### config.mk
export PLATFORM = sky130hd
export DESIGN_NAME = pc_fetch_stage
export DESIGN_NICKNAME = d
export VERILOG_FILES = /design/src/rtl/pc_fetch_stage.sv
export SDC_FILE = /design/constraint.sdc
export NUM_CORES = 1
export LEC_CHECK = 0
export CAP_MARGIN = 20
export CELL_PAD_IN_SITES_DETAIL_PLACEMENT = 1
export CELL_PAD_IN_SITES_GLOBAL_PLACEMENT = 2
export CORE_MARGIN = 5
export CORE_UTILIZATION = 22
export CTS_BUF_LIST = sky130_fd_sc_hd__clkbuf_2 sky130_fd_sc_hd__clkbuf_4 sky130_fd_sc_hd__clkbuf_8
export DETAILED_ROUTE_END_ITERATION = 8
export GPL_ROUTABILITY_DRIVEN = 0
export PLACE_DENSITY_LB_ADDON = 0.1
export RECOVER_POWER = 100
export SYNTH_ARGS = -nofsm -noshare
export SYNTH_HDL_FRONTEND = slang
export SYNTH_SLANG_ARGS = --single-unit
### constraint.sdc
create_clock -name clk -period 1.9 [get_ports clk]
set_input_delay 0.19 -clock clk [delete_from_list [all_inputs] [get_ports clk]]
set_output_delay 0.19 -clock clk [all_outputs]
set_load 0.05 [all_outputs]
### src/rtl/pc_fetch_stage.sv
// Fetch stage: owns the PC, issues one imem read at a time and holds the word for decode (>=3 cycles/inst).
// Optional FETCH_ALIGN_CHECK_EN: a misaligned PC skips memory and is handed to decode with fetch_misalign set.
module pc_fetch_stage #(
  parameter int              XLEN     = 32,
  parameter logic [XLEN-1:0] RESET_PC = 32'h0000_0000
) (
  input  logic            clk,
  input  logic            rst_n,
  input  logic [XLEN-1:0] next_pc,
  input  logic            flush,
  output logic            imem_req_valid,
  input  logic            imem_req_ready,
  output logic [XLEN-1:0] imem_addr,
  input  logic            imem_rsp_valid,
  input  logic [XLEN-1:0] imem_rsp_data,
  output logic            if_valid,
  input  logic            id_ready,
  output logic [XLEN-1:0] if_inst,
  output logic [XLEN-1:0] if_pc,
  output logic [XLEN-1:0] fetch_count
`ifdef FETCH_ALIGN_CHECK_EN
  ,
  output logic            fetch_misalign
`endif
);

  typedef enum logic [1:0] {S_BOOT, S_REQ, S_WAIT, S_HOLD} state_t;

  state_t          state, state_nxt;
  logic [XLEN-1:0] pc, pc_nxt;
  logic [XLEN-1:0] inst_nxt, ipc_nxt, count_nxt;
  logic            valid_nxt;
  logic            drop, drop_nxt;
  logic            refetch;
`ifdef FETCH_ALIGN_CHECK_EN
  logic            misalign_nxt;
`endif

  assign imem_req_valid = (state == S_REQ);
  assign imem_addr      = pc;

  always_comb begin
    state_nxt = state;
    pc_nxt    = pc;
    inst_nxt  = if_inst;
    ipc_nxt   = if_pc;
    valid_nxt = if_valid;
    count_nxt = fetch_count;
    drop_nxt  = drop;
    refetch   = 1'b0;
`ifdef FETCH_ALIGN_CHECK_EN
    misalign_nxt = fetch_misalign;
`endif
    if (flush) begin
      pc_nxt    = next_pc;
      valid_nxt = 1'b0;
`ifdef FETCH_ALIGN_CHECK_EN
      misalign_nxt = 1'b0;
`endif
      // A read already granted but not yet answered must be swallowed later.
      if ((state == S_WAIT && !imem_rsp_valid) || (state == S_REQ && imem_req_ready)) begin
        drop_nxt  = 1'b1;
        state_nxt = S_WAIT;
      end else begin
        drop_nxt = 1'b0;
        refetch  = 1'b1;
      end
    end else begin
      case (state)
        S_BOOT: state_nxt = S_REQ;
        S_REQ: begin
          if (imem_req_ready) state_nxt = S_WAIT;
        end
        S_WAIT: begin
          if (imem_rsp_valid) begin
            if (drop) begin
              drop_nxt = 1'b0;
              refetch  = 1'b1;
            end else begin
              inst_nxt  = imem_rsp_data;
              ipc_nxt   = pc;
              valid_nxt = 1'b1;
              state_nxt = S_HOLD;
            end
          end
        end
        S_HOLD: begin
          if (id_ready) begin
            valid_nxt = 1'b0;
            pc_nxt    = next_pc;
            count_nxt = fetch_count + XLEN'(1);
`ifdef FETCH_ALIGN_CHECK_EN
            misalign_nxt = 1'b0;
`endif
            refetch   = 1'b1;
          end
        end
        default: state_nxt = S_BOOT;
      endcase
    end

    if (refetch) begin
      state_nxt = S_REQ;
`ifdef FETCH_ALIGN_CHECK_EN
      if (pc_nxt[1:0] != 2'b00) begin
        state_nxt    = S_HOLD;
        inst_nxt     = '0;
        ipc_nxt      = pc_nxt;
        valid_nxt    = 1'b1;
        misalign_nxt = 1'b1;
      end
`endif
    end
  end

  always_ff @(posedge clk) begin
    if (!rst_n) begin
      state       <= S_BOOT;
      pc          <= RESET_PC;
      if_pc       <= RESET_PC;
      if_inst     <= '0;
      if_valid    <= 1'b0;
      fetch_count <= '0;
      drop        <= 1'b0;
`ifdef FETCH_ALIGN_CHECK_EN
      fetch_misalign <= 1'b0;
`endif
    end else begin
      state       <= state_nxt;
      pc          <= pc_nxt;
      if_pc       <= ipc_nxt;
      if_inst     <= inst_nxt;
      if_valid    <= valid_nxt;
      fetch_count <= count_nxt;
      drop        <= drop_nxt;
`ifdef FETCH_ALIGN_CHECK_EN
      fetch_misalign <= misalign_nxt;
`endif
    end
  end

endmodule

== After elaboration in Yosys (flattened, before gate mapping) ==
Cells that the tools add are included.
Word-level totals
  bits in registers: 132
  input port bits: 70
  output and inout port bits: 130
Operators by class
  add/subtract/negate cells: 1
  equal/unequal tests: 14
  multiplexer cells: 24
  bitwise operators: 3
  reductions and logical operators: 21
Operators with widths (count)
  $mux W32: 3
  $add A32 B1 Y32 const B: 1
  $mux W1: 13
  $mux W2: 5
  $reduce_and A5 Y1: 2
  $reduce_bool A2 Y1: 5
  $ne A4 B4 Y1 const B: 2
  $reduce_and A4 Y1: 2
  $ne A2 B2 Y1 const B: 3
  $ne A3 B3 Y1 const B: 2
  $pmux W2 S3: 1
  $reduce_bool A5 Y1: 1
  $eq A2 B2 Y1 const B: 2
  $ne A4 B2 Y1 const B: 1
  $pmux W1 S2: 2
  $reduce_and A2 Y1: 2
  $reduce_bool A4 Y1: 1
  $reduce_or A2 Y1: 2
  $ne A3 B1 Y1 const B: 1
  $ne A3 B2 Y1 const B: 1
  $not A1 Y1: 3
  $reduce_and A3 Y1: 1
  $eq A2 B1 Y1 const B: 1
  $logic_and A1 B1 Y1: 2
  4 further kinds: 4

== Logic depth before layout (Yosys ltp) ==
Gate-level depths: netlist (run 1).
  word-level depth: 7
  mapped depth: 7
  gate-level depth less buffers: 6

== Least setup slack after synthesis (run 1) ==
No wires, ideal clock.
  kind: reg2reg
  start point: register fetch_count[5]
  end point: register fetch_count[22]
  setup time: 0.070 ns
  arrival time: 2.207 ns
  data required time: 1.830 ns
  slack: -0.377 ns
  stages on the path, launching flop included: 6
  buffers on the path: 1
  period minus slack after synthesis: 2.277 ns
  cells stage by stage: dfxtp_1 > nand4_4 > or4_1 > buf_2 > or4_1 > a21oi_1
Between the ends
  longest elaborated chain between the ends: 1
RTL lines
  start: declaration: line 20  | output logic [XLEN-1:0] fetch_count
  start signal: assignment: line 134  | fetch_count <= count_nxt;
  $add A32 B1 Y32: line 91  | count_nxt = fetch_count + XLEN'(1);
Every way passes these cells.
A chain may end at the register's enable or synchronous reset.

== Final worst setup path (run 1) ==
  start point: register fetch_count[1]
  end point: register fetch_count[22]
The elaborated chain is that of the path after synthesis.

==> results of run 1 <==
worst reg2reg max path, delay by kind of cell, from the launching register on:
family                   cells  cell delay, ps
buffers and inverters        1             170
adder cells (fa/ha/maj)      1             130
AND/OR/NAND/NOR              3            1140
AO/OA/AOI/OAI                1             130
flip-flops                   1             360
final timing paths:
kind	depth (start not counted)	slack, ps	from	endpoint
setup / recovery	6	-80	fetch_count[1]	fetch_count[22]
setup reg to reg	6	-80	fetch_count[1]	fetch_count[22]
hold / removal	3	290	next_pc[14]	imem_addr[14]
hold reg to reg	2	460	if_pc[3]	if_pc[3]
cell type report:
cell class | count | area [um^2] | share of cell area (%)
repair buffers | 250 | 2600 | 30.1
multi-input cells | 458 | 2480 | 28.7
clock inverters | 13 | 148 | 1.71
clock buffers | 19 | 255 | 2.95
flip-flops and latches | 132 | 2710 | 31.4
well taps | 319 | 399 | 4.62
inverters | 11 | 43.8 | 0.507
power groups by stage:
stage | logic, mW | clock network [mW] | registers (mW)
after detailed placement | 0.916 | 0 | 2.94
after CTS | 0.924 | 2.57 | 2.87
after floorplan | 0.246 | 0 | 3.13
final | 0.922 | 2.46 | 2.87
after global placement | 0.900 | 0 | 2.93
after global routing | 0.987 | 2.70 | 2.88
per-layer routing:
metal | global-route usage, % | vias to the layer above
li1 | - | 2638
met3 | 5.68 | 17
met2 | 25.2 | 118
met1 | 17.1 | 2579
met5 | 0 | -
met4 | 4.04 | 2
synth_stat cells:
library cell / n / share of area, %
xor2_1: 2 / 0.34
a21o_1: 2 / 0.29
or4_1: 13 / 1.9
inv_1: 10 / 0.72
clkinv_1: 1 / 0.072
nor3_1: 6 / 0.58
a32oi_1: 1 / 0.17
buf_1: 3 / 0.22
o21ai_0: 4 / 0.39
nor4bb_1: 1 / 0.19
xnor2_1: 9 / 1.5
or3_1: 6 / 0.72
buf_6: 1 / 0.22
and3_1: 2 / 0.24
a2111oi_0: 2 / 0.34
clkbuf_1: 38 / 2.8
a21oi_1: 119 / 12
nor3b_1: 1 / 0.15
and2_1: 1 / 0.12
nand3b_1: 1 / 0.15
a22o_1: 2 / 0.34
and4_1: 2 / 0.34
nand3_1: 10 / 0.97
nand4_1: 9 / 1.1
nand4bb_1: 3 / 0.65
nand2b_1: 1 / 0.12
a31o_2: 2 / 0.34
buf_2: 1 / 0.097
or2_2: 1 / 0.12
o31ai_1: 14 / 2.0
and3b_1: 1 / 0.17
mux2i_1: 1 / 0.19
nor4_1: 6 / 0.72
nand2_1: 206 / 15
nor2b_1: 2 / 0.24
a211oi_1: 1 / 0.15
nor2_1: 15 / 1.1
nand4_4: 1 / 0.41
dfxtp_1: 132 / 51
ha_1: 8 / 1.9
a22oi_1: 1 / 0.15
o41ai_1: 2 / 0.34
timing repair:
action | 4_1_cts | 5_1_grt
hold buffers | 0 | 0
setup buffers | 2 | 0
setup endpoints to repair | 29 | 66
gates cloned | 0 | 1
resized for setup | 20 | 68
hold endpoints to repair | 0 | 0
pin swaps | 7 | 12
metrics by stage:
stage | instances | total power [mW] | worst slack, ps
finish | 1202 | 6.25 | -82.5
global route | 1202 | 6.57 | -110
CTS | 1201 | 6.37 | -66.3
detailed placement | 1167 | 3.85 | -385
global placement | 1167 | 3.83 | -368
floorplan | 644 | 3.37 | -33.9
cells by family after synthesis:
| family | after synthesis | synth area share (%) |
|---|---|---|
| simple gates | 288 | 24.9 |
| compound gates | 150 | 16.0 |
| flops | 132 | 51.0 |
| buf+inv | 54 | 4.08 |
| xor+xnor | 11 | 1.86 |
| fa+ha+maj | 8 | 1.93 |
| mux | 1 | 0.193 |
state kept, by name (all words and copies together) (netlist names):
name         count
if_pc           32
if_inst         32
state            2
fetch_count     32
drop             1
if_valid         1
imem_addr       32
==> impl_summary.txt, run 1 <==
----------------------------------------------------
[Run status]
  Run status ... finished, violations left
  Violated checks ... setup timing

[Worst setup path]
  Stage delay of the slowest cell on the critical path ... 590 ps
  Critical Path End Type ... register
  Series of cell instances along the critical path ... ha_4, nand4_1, or4_4, buf_12, or4_1, a21oi_1
  Worst Path Required ... 2270 ps
  Kind of critical path ... reg -> reg
  Worst path bufs/invs ... 1
  Worst path arrival time ... 2350 ps
  Peak fanout along the critical path ... 8
  Worst path top cell family by delay ... simple AND/OR/NAND/NOR gates
  Type of origin of the critical path ... register
  Slowest cell on the critical path ... or4_4

[Route]
  Metal-1 WL ... 8260 um
  Post-route ant nets ... 0
  Drt total wl ... 19,900 um
  Via count ... 5,354
  Routed wl met3 ... 1260 um
  Post-detailed-route DRC marker count ... 0
  Vias/cell ... 4.45
  Top layer reached by signal wires ... met5
  Average wire per standard cell ... 16.6 um
  Initial drt markers ... 148
  First-pass detailed-route iteration total ... 6
  Total met2 wirelength after detailed routing ... 10,100 um

[Power and ir drop]
  Total power per unit cell area ... 723 nW/um^2
  Static power due to leakage ... 3.78 nW
  Switching power as a share of total power ... 28.7%
  Net switching power figure ... 1.79 mW
  Worst-case vdd ir drop ... 0.000339 V
  Cell internal pwr ... 4.45 mW
  Combinational group share of total power ... 14.8%
  Clk pwr share ... 39.3%
  Sequential fraction of design power ... 45.9%

[Clock network]
  Clock transition time at the flip-flop clock pins of the worst setup and hold paths ... 90 ps
  CTS tree ... built
  Clock latency on the worst-skew pair ... 440 ps
  Number of buffers created by CTS ... 17
  Maximum clock insertion buffer count ... 2
  Root buffer cell ... clkbuf_8
  Number of clock sinks seen by CTS ... 132
  Number of H-tree levels ... 4

[Timing]
  Unrepaired setup endpoints after global routing ... true
  Slew at the pin closest to its max-slew limit ... 563 ps
  Fin worst setup slack ... -82.5 ps
  Largest clock skew in the final design ... 16.3 ps
  Final count of negative-setup-slack endpoints ... 8
  Hold WS ... 294 ps
  Total count of hold-check failures in the final report ... 0
  Final clock period utilization by the worst path ... 104%
  Post-layout min period ... 1980 ps
  Max Freq ... 0.504 GHz
  Sum of negative setup slack ... -261 ps
  Fin. max-slew vios ... 0
  Headroom to the max-slew limit ... 62.4%

[Global route]
  Global-route wire length before repair ... 31,000 um
  Total routing usage reported by global routing ... 14.7%
  Number of antenna violations at the first check in global routing ... 1
  Overall overflow remaining after global route ... 0
  Largest net degree at the start of global routing ... 39
  Number of global-route vias before repair ... 5,651

[Cells and area]
  Antenna diode count ... 0
  Net count, final ... 948
  Top library cells by usage in the layout, fill and taps aside ... nand2_1 (206), clkdlybuf4s50_1 (136), a21oi_1 (116)
  Most common cell after layout, fill and taps aside ... nand2_1
  Relative area change from synthesis to final layout ... 66.9%
  Final core utilization ... 37.0%
  Fillcell total ... 2,726
  Fraction of final layout cells sized beyond drive strength 1 ... 15.7%
  Final standard cell area without fillers ... 8640 um^2

[Die]
  Area of the die ... 26,700 um^2
  Std-Cell Rows ... 56
  Die boundary height ... 163 um
  Area of the core ... 23,300 um^2
  Total I/O pin count ... 200
  Die outline width ... 163 um
  Initial Utilization ... 22.2%

[Yosys]
  Synthesized cell area ... 5180 um^2
  Number of different library cells in the post-synthesis netlist ... 42
  Avg Inst Size Synth ... 8.04 um^2
  Synthesis warning total ... 0
  Post-synthesis register bit count ... 132
  Sequential fraction of the synthesis area ... 51.0%
  Synthesized instance count ... 644
  Net count after synthesis ... 722

[Placed design]
  HPWL after DPL ... 14,400 um
  PortBufs ... 199
  Dpl cell area ... 7960 um^2

[Flow run]
  Number of max-cap violations ... 0

[Min path]
  Hold Path Class ... in -> reg

----------------------------------------------------
(Power assumes the default switching activity.)
==> run 2: changes to the inputs <==
--- a/config.mk
+++ b/config.mk
@@ -6,5 +6,4 @@
 export NUM_CORES = 1
 export LEC_CHECK = 0
-export CAP_MARGIN = 20
 export CELL_PAD_IN_SITES_DETAIL_PLACEMENT = 1
 export CELL_PAD_IN_SITES_GLOBAL_PLACEMENT = 2
==> constraint.sdc (replaced) <==
create_clock -name clk -period 1.69 [get_ports clk]
set_input_delay 0.169 -clock clk [delete_from_list [all_inputs] [get_ports clk]]
set_output_delay 0.169 -clock clk [all_outputs]
set_load 0.1 [all_outputs]
==> run 2 against run 1 <==
Net effect: the flow still finishes with violations (setup timing); routed wire length grew 18%; critical path depth unchanged; clock skew down 4.4 ps; sequential power up 13%; critical endpoint is now fetch_count[20]; combinational power grew 68%; design area increased by 11%; first-iteration DRC count increased by 36%; clock power is 9.8% higher; power up 20%; register-to-register slack worse by 220 ps; clock-buffer cell count rose by 1; largest power group unchanged; via count is 6.4% higher.
==> impl_summary.txt, run 2 (synthesized netlist as in run 1, its figures left out) <==
----------------------------------------------------
[Cells and area]
  Most common cell after layout, fill and taps aside ... nand2_1
  Relative area change from synthesis to final layout ... 85.1%
  Net count, final ... 989 (+4.3%)
  Fillcell total ... 2,652 (-2.7%)
  Top library cells by usage in the layout, fill and taps aside ... nand2_1 (121), dfxtp_1 (103), buf_4 (86)
  Non-filler instance count after layout ... 1,244 (+3.5%)
  Fraction of final layout cells sized beyond drive strength 1 ... 50.6% (+35 points)

[Timing]
  Hold WS ... 260 ps (-34.8 ps)
  Post-layout min period ... 1990 ps (+9.07 ps)
  Largest clock skew in the final design ... 11.9 ps (-4.42 ps)
  Slew at the pin closest to its max-slew limit ... 579 ps (+16.1 ps)
  Total count of hold-check failures in the final report ... 0 (unchanged)
  Headroom to the max-slew limit ... 61.6% (-0.85 points)
  Unrepaired setup endpoints after global routing ... true
  Final count of negative-setup-slack endpoints ... 86 (+78)
  Final clock period utilization by the worst path ... 118% (+14 points)
  Fin. max-slew vios ... 0 (unchanged)
  Max Freq ... 0.502 GHz (-0.46%)
  Fin worst setup slack ... -302 ps (-219 ps)

[Clock network]
  Number of buffers created by CTS ... 17 (unchanged)
  Root buffer cell ... clkbuf_8
  Cts hold-fix bufs ... 0 (unchanged)
  CTS tree ... built
  Number of clock sinks seen by CTS ... 132 (unchanged)
  Clock latency on the worst-skew pair ... 450 ps (about the same)
  Maximum clock insertion buffer count ... 2 (unchanged)
  Clock transition time at the flip-flop clock pins of the worst setup and hold paths ... 90 ps (about the same)
  Number of H-tree levels ... 4 (unchanged)

[Die]
  Area of the core ... 23,300 um^2 (unchanged)
  Std-Cell Rows ... 56 (unchanged)
  Total I/O pin count ... 200 (unchanged)
  Die outline width ... 163 um (unchanged)
  Initial Utilization ... 22.2% (unchanged)
  Area of the die ... 26,700 um^2 (unchanged)
  Die boundary height ... 163 um (unchanged)

[Route]
  Average wire per standard cell ... 18.9 um (+14%)
  Post-detailed-route DRC marker count ... 0 (unchanged)
  First-pass detailed-route iteration total ... 5 (-1)
  Post-route ant nets ... 0 (unchanged)
  Vias/cell ... 4.58 (+2.8%)
  Initial drt markers ... 202 (+36%)
  Via count ... 5,694 (+6.4%)
  Drt total wl ... 23,500 um (+18%)

[Worst setup path]
  Worst path top cell family by delay ... simple AND/OR/NAND/NOR gates
  Peak fanout along the critical path ... 10 (+2)
  Stages on the worst setup path ... 6 (unchanged)
  Type of origin of the critical path ... register
  Series of cell instances along the critical path ... ha_1, nand4_1, or4_4, buf_8, or4_1, a21oi_1
  Kind of critical path ... reg -> reg
  Worst path arrival time ... 2370 ps (+20 ps)
  Slowest cell on the critical path ... or4_4
  Depth of the most critical reg-to-reg path ... 6 (unchanged)
  Worst path bufs/invs ... 1 (unchanged)
  Stage delay of the slowest cell on the critical path ... 530 ps (-60 ps)
  Worst Path Required ... 2070 ps (-200 ps)
  Critical Path End Type ... register

[Global route]
  Number of antenna violations at the first check in global routing ... 0 (-1)
  Number of global-route vias before repair ... 6,263 (+11%)
  Largest net degree at the start of global routing ... 47 (+21%)
  Overall overflow remaining after global route ... 0 (unchanged)
  Global-route wire length before repair ... 34,700 um (+12%)
  Total routing usage reported by global routing ... 16.6% (+1.9 points)

[Placed design]
  PortBufs ... 199 (unchanged)
  HPWL after DPL ... 14,600 um (+1.2%)
  Post-Place Cells ... 1,180 (+1.1%)

[Run status]
  Violated checks ... setup timing
  Run status ... finished, violations left

[Flow run]
  Number of max-cap violations ... 0 (unchanged)

[Min path]
  Hold Path Class ... in -> reg
  Instance count along the most critical hold path ... 3 (unchanged)

[Power and ir drop]
  Worst-case vdd ir drop ... 0.000387 V (+14%)
  Total power per unit cell area ... 781 nW/um^2 (+8.0%)
  Static power due to leakage ... 3.98 nW (+5.4%)

----------------------------------------------------
run 2: cell count changes in the layout (fill, tap and decap cells not counted), moves of 11 or more:
cell and delta:
clkbuf_4 +20, dlygate4sd2_1 -11, dlymetal6s2s_1 -49, buf_4 +43
clkdlybuf4s50_1 -67, nand2_4 +48, a21oi_2 +58, buf_6 +13
nand2_2 +37, clkbuf_2 +68, nand2_1 -85, a21oi_1 -58
run 2: tightest hold or removal path: cells and delay by family:
kind	cells	cell delay, ps
AND/OR/NAND/NOR	1	60
AO/OA/AOI/OAI	1	50
buffers and inverters	1	390
run 2: final cells by class:
type	instances	area [um^2]	share of cell area, %
Clock inverter	12	121	1.27
Clock buffer	20	269	2.81
Tap cell	319	399	4.16
Antenna cell	1	2.50	0.0261
Sequential cell	132	2730	28.5
Multi-Input combinational cell	458	3350	35.0
Timing Repair Buffer	291	2660	27.7
Inverter	11	51.3	0.535
run 2: timing repair:
item                                    in CTS  in global routing
setup buffers                               17                  6
resized for setup                           71                213
endpoints found under the setup margin      81                 97
pin swaps                                   21                 61
cloned                                       6                  7
run 2: final timing paths:
kind / from / to / slack, ps
setup / recovery: fetch_count[0] / fetch_count[20] / -300
hold / removal: next_pc[28] / imem_addr[28] / 260
setup reg to reg: fetch_count[0] / fetch_count[20] / -300
hold reg to reg: if_pc[31] / if_pc[31] / 450
run 2: stage by stage:
| stage | TNS (ps) | setup WS (ps) | utilization [%] | cell area, um^2 | power, mW |
|---|---|---|---|---|---|
| floorplan | -5140 | -372 | - | 5300 | 4.06 |
| global placement | -17740 | -614 | 35.1 | 8190 | 4.55 |
| detailed placement | -21990 | -659 | 35.1 | 8190 | 4.58 |
| CTS | -5860 | -342 | 39.4 | 9200 | 7.48 |
| global route | -17050 | -366 | 41.1 | 9580 | 7.82 |
| finish | -11020 | -302 | 41.1 | 9590 | 7.49 |
run 2: layer usage:
layer | vias up | routed length [um] | global-route usage (%)
met2 | 135 | 12300 | 29.6
met3 | 22 | 1260 | 5.70
met1 | 2801 | 9600 | 19.2
met4 | 0 | 337 | 3.85
li1 | 2736 | - | -
met5 | - | 0 | 0
run 2: power by group:
part / switching, mW / internal, mW / total [mW] / leakage [nW]
Sequential: 0.0826 / 3.15 / 3.23 / 1.09
Clock: 1.42 / 1.28 / 2.70 / 0.192
Combinational: 0.988 / 0.559 / 1.55 / 2.70
